<file path="src/rtl/minirisc_seq_if.sv">
// minirisc_seq bus: program-store write port, run handshake
// and accumulator/output observation signals.
interface minirisc_seq_if;
  logic       prog_we;
  logic [3:0] prog_addr;
  logic [7:0] prog_data;
  logic       start;
  logic       busy;
  logic       done;
  logic       err;
  logic [7:0] acc_out;
  logic       out_valid;
  logic [7:0] out_data;

  modport master (
    output prog_we, prog_addr, prog_data, start,
    input  busy, done, err, acc_out,
    input  out_valid, out_data
  );

  modport slave (
    input  prog_we, prog_addr, prog_data, start,
    output busy, done, err, acc_out,
    output out_valid, out_data
  );
endinterface

</file>
<file path="src/rtl/minirisc_seq.sv">
// minirisc_seq: microprogram sequencer running a 16-word
// program store against an 8-bit accumulator.
module minirisc_seq #(
  parameter int PROG_DEPTH = 16,
  parameter int MAX_STEPS  = 255
) (
  input  logic          clk,
  input  logic          rst,
  input  logic          ena,
  minirisc_seq_if.slave bus
);
  localparam logic [7:0] MAX_S = MAX_STEPS[7:0];

  typedef enum logic [1:0] {
    S_IDLE,
    S_FETCH,
    S_EXEC
  } state_e;

  localparam logic [2:0] OP_NOP  = 3'd0;
  localparam logic [2:0] OP_LDI  = 3'd1;
  localparam logic [2:0] OP_ADDI = 3'd2;
  localparam logic [2:0] OP_SUBI = 3'd3;
  localparam logic [2:0] OP_OUT  = 3'd4;
  localparam logic [2:0] OP_JNZ  = 3'd5;
  localparam logic [2:0] OP_SHL  = 3'd6;
  localparam logic [2:0] OP_HALT = 3'd7;

  state_e     state_q, state_d;
  logic [3:0] pc_q, pc_d;
  logic [7:0] acc_q, acc_d;
  logic [7:0] steps_q, steps_d;
  logic [7:0] ir_q, ir_d;
  logic       done_q, done_d;
  logic       err_q, err_d;
  logic       ov_q, ov_d;
  logic [7:0] od_q, od_d;
  logic [7:0] mem_q [PROG_DEPTH];
  logic [7:0] mem_d [PROG_DEPTH];

  logic [2:0] op;
  logic [7:0] imm;
  logic       is_halt;
  logic       last_step;

  assign op        = ir_q[7:5];
  assign imm       = {3'b000, ir_q[4:0]};
  assign is_halt   = (op == OP_HALT);
  assign last_step = ((steps_q + 8'd1) == MAX_S);

  always_ff @(posedge clk) begin
    if (rst) begin
      state_q <= S_IDLE;
      pc_q    <= '0;
      acc_q   <= '0;
      steps_q <= '0;
      ir_q    <= '0;
      done_q  <= 1'b0;
      err_q   <= 1'b0;
      ov_q    <= 1'b0;
      od_q    <= '0;
      for (int i = 0; i < PROG_DEPTH; i++)
        mem_q[i] <= '0;
    end else begin
      state_q <= state_d;
      pc_q    <= pc_d;
      acc_q   <= acc_d;
      steps_q <= steps_d;
      ir_q    <= ir_d;
      done_q  <= done_d;
      err_q   <= err_d;
      ov_q    <= ov_d;
      od_q    <= od_d;
      for (int i = 0; i < PROG_DEPTH; i++)
        mem_q[i] <= mem_d[i];
    end
  end

  always_comb begin
    state_d = state_q;
    if (ena) begin
      unique case (state_q)
        S_IDLE:
          if (bus.start) state_d = S_FETCH;
        S_FETCH:
          state_d = S_EXEC;
        S_EXEC:
          if (is_halt || last_step)
            state_d = S_IDLE;
          else
            state_d = S_FETCH;
        default:
          state_d = S_IDLE;
      endcase
    end
  end

  // Pulses default low so they self-clear even with ena=0.
  always_comb begin
    pc_d    = pc_q;
    acc_d   = acc_q;
    steps_d = steps_q;
    ir_d    = ir_q;
    done_d  = 1'b0;
    err_d   = err_q;
    ov_d    = 1'b0;
    od_d    = od_q;
    mem_d   = mem_q;
    if (ena) begin
      unique case (state_q)
        S_IDLE: begin
          if (bus.prog_we)
            mem_d[bus.prog_addr] = bus.prog_data;
          if (bus.start) begin
            pc_d    = '0;
            steps_d = '0;
            err_d   = 1'b0;
          end
        end
        S_FETCH:
          ir_d = mem_q[pc_q];
        S_EXEC: begin
          steps_d = steps_q + 8'd1;
          pc_d    = pc_q + 4'd1;
          unique case (op)
            OP_NOP:  ;
            OP_LDI:  acc_d = imm;
            OP_ADDI: acc_d = acc_q + imm;
            OP_SUBI: acc_d = acc_q - imm;
            OP_OUT: begin
              od_d = acc_q;
              ov_d = 1'b1;
            end
            OP_JNZ:
              if (acc_q != 8'd0) pc_d = imm[3:0];
            OP_SHL:  acc_d = {acc_q[6:0], 1'b0};
            OP_HALT: done_d = 1'b1;
            default: ;
          endcase
          if (!is_halt && last_step) begin
            done_d = 1'b1;
            err_d  = 1'b1;
          end
        end
        default: ;
      endcase
    end
  end

  assign bus.busy      = (state_q != S_IDLE);
  assign bus.done      = done_q;
  assign bus.err       = err_q;
  assign bus.acc_out   = acc_q;
  assign bus.out_valid = ov_q;
  assign bus.out_data  = od_q;
endmodule

</file>
<file path="src/flat_wrapper.sv">
// flat-port wrapper written by rule: the top's interface ports become plain ports
module minirisc_seq_flat 
#(
  parameter int PROG_DEPTH = 16,
  parameter int MAX_STEPS  = 255
)
  (clk, rst, ena, bus_prog_we, bus_prog_addr, bus_prog_data, bus_start, bus_busy, bus_done, bus_err, bus_acc_out, bus_out_valid, bus_out_data);
  minirisc_seq_if bus_i ();
  input  logic clk;
  input  logic rst;
  input  logic ena;
  input wire logic [$bits(bus_i.prog_we)-1:0] bus_prog_we;
  input wire logic [$bits(bus_i.prog_addr)-1:0] bus_prog_addr;
  input wire logic [$bits(bus_i.prog_data)-1:0] bus_prog_data;
  input wire logic [$bits(bus_i.start)-1:0] bus_start;
  output wire logic [$bits(bus_i.busy)-1:0] bus_busy;
  output wire logic [$bits(bus_i.done)-1:0] bus_done;
  output wire logic [$bits(bus_i.err)-1:0] bus_err;
  output wire logic [$bits(bus_i.acc_out)-1:0] bus_acc_out;
  output wire logic [$bits(bus_i.out_valid)-1:0] bus_out_valid;
  output wire logic [$bits(bus_i.out_data)-1:0] bus_out_data;
  assign bus_i.prog_we = bus_prog_we;
  assign bus_i.prog_addr = bus_prog_addr;
  assign bus_i.prog_data = bus_prog_data;
  assign bus_i.start = bus_start;
  assign bus_busy = bus_i.busy;
  assign bus_done = bus_i.done;
  assign bus_err = bus_i.err;
  assign bus_acc_out = bus_i.acc_out;
  assign bus_out_valid = bus_i.out_valid;
  assign bus_out_data = bus_i.out_data;
  minirisc_seq #(.PROG_DEPTH(PROG_DEPTH), .MAX_STEPS(MAX_STEPS)) u_core (.clk(clk), .rst(rst), .ena(ena), .bus(bus_i));
endmodule
</file>
<file path="config.mk">
export PLATFORM = sky130hd
export DESIGN_NAME = minirisc_seq_flat
export DESIGN_NICKNAME = d
export VERILOG_FILES = /design/src/rtl/minirisc_seq_if.sv /design/src/rtl/minirisc_seq.sv /design/src/flat_wrapper.sv
export SDC_FILE = /design/constraint.sdc
export NUM_CORES = 1
export LEC_CHECK = 0
export CAP_MARGIN = 0
export CORE_MARGIN = 2
export CORE_UTILIZATION = 50
export CTS_BUF_LIST = sky130_fd_sc_hd__clkbuf_2 sky130_fd_sc_hd__clkbuf_4 sky130_fd_sc_hd__clkbuf_8
export DETAILED_ROUTE_END_ITERATION = 7
export HOLD_SLACK_MARGIN = 0.06
export PLACE_DENSITY = 0.81
export SYNTH_ARGS = -nofsm -noshare
export SYNTH_HDL_FRONTEND = slang
export SYNTH_SLANG_ARGS = --single-unit
</file>
<file path="constraint.sdc">
create_clock -name clk -period 2.3 [get_ports clk]
set_input_delay 0.46 -clock clk [delete_from_list [all_inputs] [get_ports clk]]
set_output_delay 0.46 -clock clk [all_outputs]
set_load 0.1 [all_outputs]
</file>
==> impl_metrics.yaml <==
outcome:
  outcome: "finished, final reports clean"
drt:
  viasPerCell: 5.82
  vias: 6722
  drt_pass1_iterations: 5
  routed_wl_um: 19900
  drtAntennaViolNets: 0
  drtIter0Drc: 559
  wire_per_inst_um: 17.2
  drc: 0
cts:
  cts_inserted_buffers: 17
  cts_buffer_depth: 2
  tritoncts: "done"
  cts-root-buf: "clkbuf_8"
  htreeDepth: 4
  cts.sink_count: 169
  cts.clk_slew.worst_paths_ns: 0.09
  clk_latency_ns: 0.48
die:
  num_rows: 46
  die_h_um: 130
  start_util_pct: 50.4
  core_sq_um: 15700
  io_pins: 37
  die-width_um: 130
  die-area_sq_um: 16900
worst_setup_path:
  slowest_stage: "or3_1"
  crit_required_ns: 2.66
  cpPeakStageDelay_ns: 0.34
  path_buf_inv: 2
  r2r_start: "u_core.ir_q[0]"
  cp_data_arrival_time_ns: 2.61
  crit_start: "u_core.ir_q[0]"
  crit_chain: "buf_4, o31ai_2, xnor2_1, ha_1, buf_4, nand2_1, a21oi_2, or3_1, a32oi_1, a211oi_1"
  path_class: "reg2reg"
  path_common_cell: "buf_4"
  crit_path_start_kind: "register"
  path_max_fanout: 6
  reg2reg_slack_ns: 0.04
  endpoint_kind: "register"
  worst_path_dominant_cell_family: "compound AO/OA/AOI/OAI gates"
sta:
  hold_violations: 0
  setup_violations: 0
  clock.fmax_ghz: 0.443
  fin_crit_sh_pct: 98.1
  period_needed_ns: 2.26
  worst_slew_pin_slew_ns: 0.812
  skew_ns: 0.0127
  rsz0062_at_grt: "yes"
  tns_ns: 0
  slew_headroom_pct: 45.7
  slew_viol_final: 0
placed_design:
  dpl-instance-area_sq_um: 8840
  place_congestion: 0.887
  place_hpwl_um: 13400
  portBuffers: 36
yosys:
  ys_seq_area_share_pct: 42.7
  yosysTopAreaCellShare_pct: 42.7
  yosys-top-cells-area: "dfxtp_1 43%, mux4_2 9.1%, mux2i_1 8.0%"
  syn_inst: 886
  synthArstFlopShare_pct: 0
  synth_top_cell_by_area: "dfxtp_1"
  ys.flop_type: "dfxtp_1"
  synth_cell_type_count: 54
  synth_edf_count: 0
  synth_seq_cells: 169
  yosysWarnings: 0
  synthesis.nets: 915
  netlist_area_sq_um: 7930
  avgSynthCellArea_sq_um: 8.95
cells_and_area:
  post-route-cell-area_sq_um: 9310
  drive_gt1_share_pct: 19.2
  diodes: 0
  syn_to_final_growth_pct: 17.4
  nNetsFinal: 955
hold_path:
  hold_start: "rst"
  worst_hold_path_type: "in2reg"
power_and_ir_drop:
  total_power_mw: 5.30
  leakage_nw: 3.38
  vdd_drop_max_mv: 0.727
  powerDensity_nw_per_um2: 570
global_routing:
  grt_pass1_wl_um: 32400
  antenna_found_initial: 0
  grt_use_total_pct: 24.3
  grt_max_degree: 75
  grt_pass1_vias: 6471
  grt-ovfl-total: 0
flow_run:
  cap_violations: 0
power by group:
| group | leakage [nW] | switching (mW) | internal (mW) |
|---|---|---|---|
| clock | 0.189 | 1.19 | 0.836 |
| sequential | 1.37 | 0.0119 | 2.94 |
| combinational | 1.82 | 0.212 | 0.114 |
| total | 3.38 | 1.41 | 3.89 |
flip-flops by register name, indices dropped and copies added (netlist names):
name                  flops
u_core.bus.out_data       8
u_core.state_q            2
u_core.bus.done           1
u_core.bus.err            1
u_core.ir_q               8
u_core.mem_q            128
u_core.pc_q               4
u_core.steps_q            8
u_core.bus.acc_out        8
u_core.bus.out_valid      1
cells in the mapped netlist (3+ instances only):
master    number
a211oi_1       7
a21oi_1      107
a22o_1         3
a22oi_1       18
and3_1         3
buf_1          3
buf_2          9
clkbuf_1      60
dfxtp_1      169
ha_1          11
inv_1         14
mux2i_1       63
mux4_2        32
nand2_1      104
nand2b_1       4
nand3_1       76
nand3_2        3
nand3b_1       3
nor2_1        99
nor2b_1       13
nor3_1         9
nor3_2         3
nor3b_1        3
o21a_1         3
o21ai_0       20
o22ai_1        3
or3_1          3
xnor2_1        4
xor2_1         5
cell families after synthesis:
family	synth area share [%]
buffers and inverters	4.36
muxes	17.0
DFF	42.7
xor gates and xnor gates	0.994
and+or+nand+nor	20.1
adders and majority gates	1.99
AOI/OAI and AO/OA	12.8
layout make-up:
| class | count | area (sq um) |
|---|---|---|
| Clock buffer | 19 | 262 |
| Clock inverter | 13 | 111 |
| Fill cell | 1313 | 6410 |
| Inverter | 14 | 52.6 |
| Multi-Input combinational cell | 630 | 4290 |
| Sequential cell | 169 | 3390 |
| Tap cell | 216 | 270 |
| Timing Repair Buffer | 94 | 930 |
repair_timing:
action | in CTS | in global routing
gates resized for setup | 11 | 15
pin swaps | 3 | 12
buffers inserted | 0 | 1
hold buffers | 0 | 0
setup endpoints to repair | 3 | 3
cells in the final DEF, fill, tap and decap left out, types with 4 or more instances in the layout:
cell             netlist  layout
inv_1                 14      14
nand2b_1               4       4
xor2_1                 5       5
clkdlybuf4s50_1        0      15
nand3_1               76      76
mux2i_1               63      63
a21oi_1              107     103
clkbuf_8               0      19
dfxtp_2                0       8
xnor2_1                4       4
dfxtp_1              169     161
nor3_1                 9       8
nor2_1                99      98
nor3_4                 1       4
buf_4                  0      62
a22oi_1               18      18
nor2b_1               13      12
mux4_2                32      32
buf_12                 0      14
a211oi_1               7       6
o21ai_0               20      18
ha_1                  11      11
nand2_1              104     102
metal layers:
metal / vias up / track usage, % / wire length, um
li1: 3204 / - / -
met1: 3229 / 32.6 / 8750
met2: 245 / 38.3 / 9300
met3: 44 / 5.21 / 1260
met4: 0 / 10.2 / 583
met5: - / 0 / 0
worst paths after layout:
check / depth (start not counted) / endpoint
setup / recovery: 10 / u_core.bus.acc_out[5]
setup reg to reg: 10 / u_core.bus.acc_out[5]
hold reg to reg: 2 / u_core.mem_q[117]
hold / removal: 2 / u_core.bus.out_valid
through the flow:
| step | cells | hold slack (ns) | util [%] | worst slack, ns |
|---|---|---|---|---|
| finish | 1155 | 0.369 | 59.2 | 0.0445 |
| floorplan | 886 | 0.433 | - | -0.0431 |
| detailed placement | 1122 | 0.448 | 56.3 | -0.139 |
| global route | 1155 | 0.377 | 59.2 | -0.109 |
| global placement | 1122 | 0.439 | 56.3 | -0.0546 |
| CTS | 1154 | 0.338 | 58.8 | 0.0178 |
Note: power is estimated with default switching activity, not from simulation.
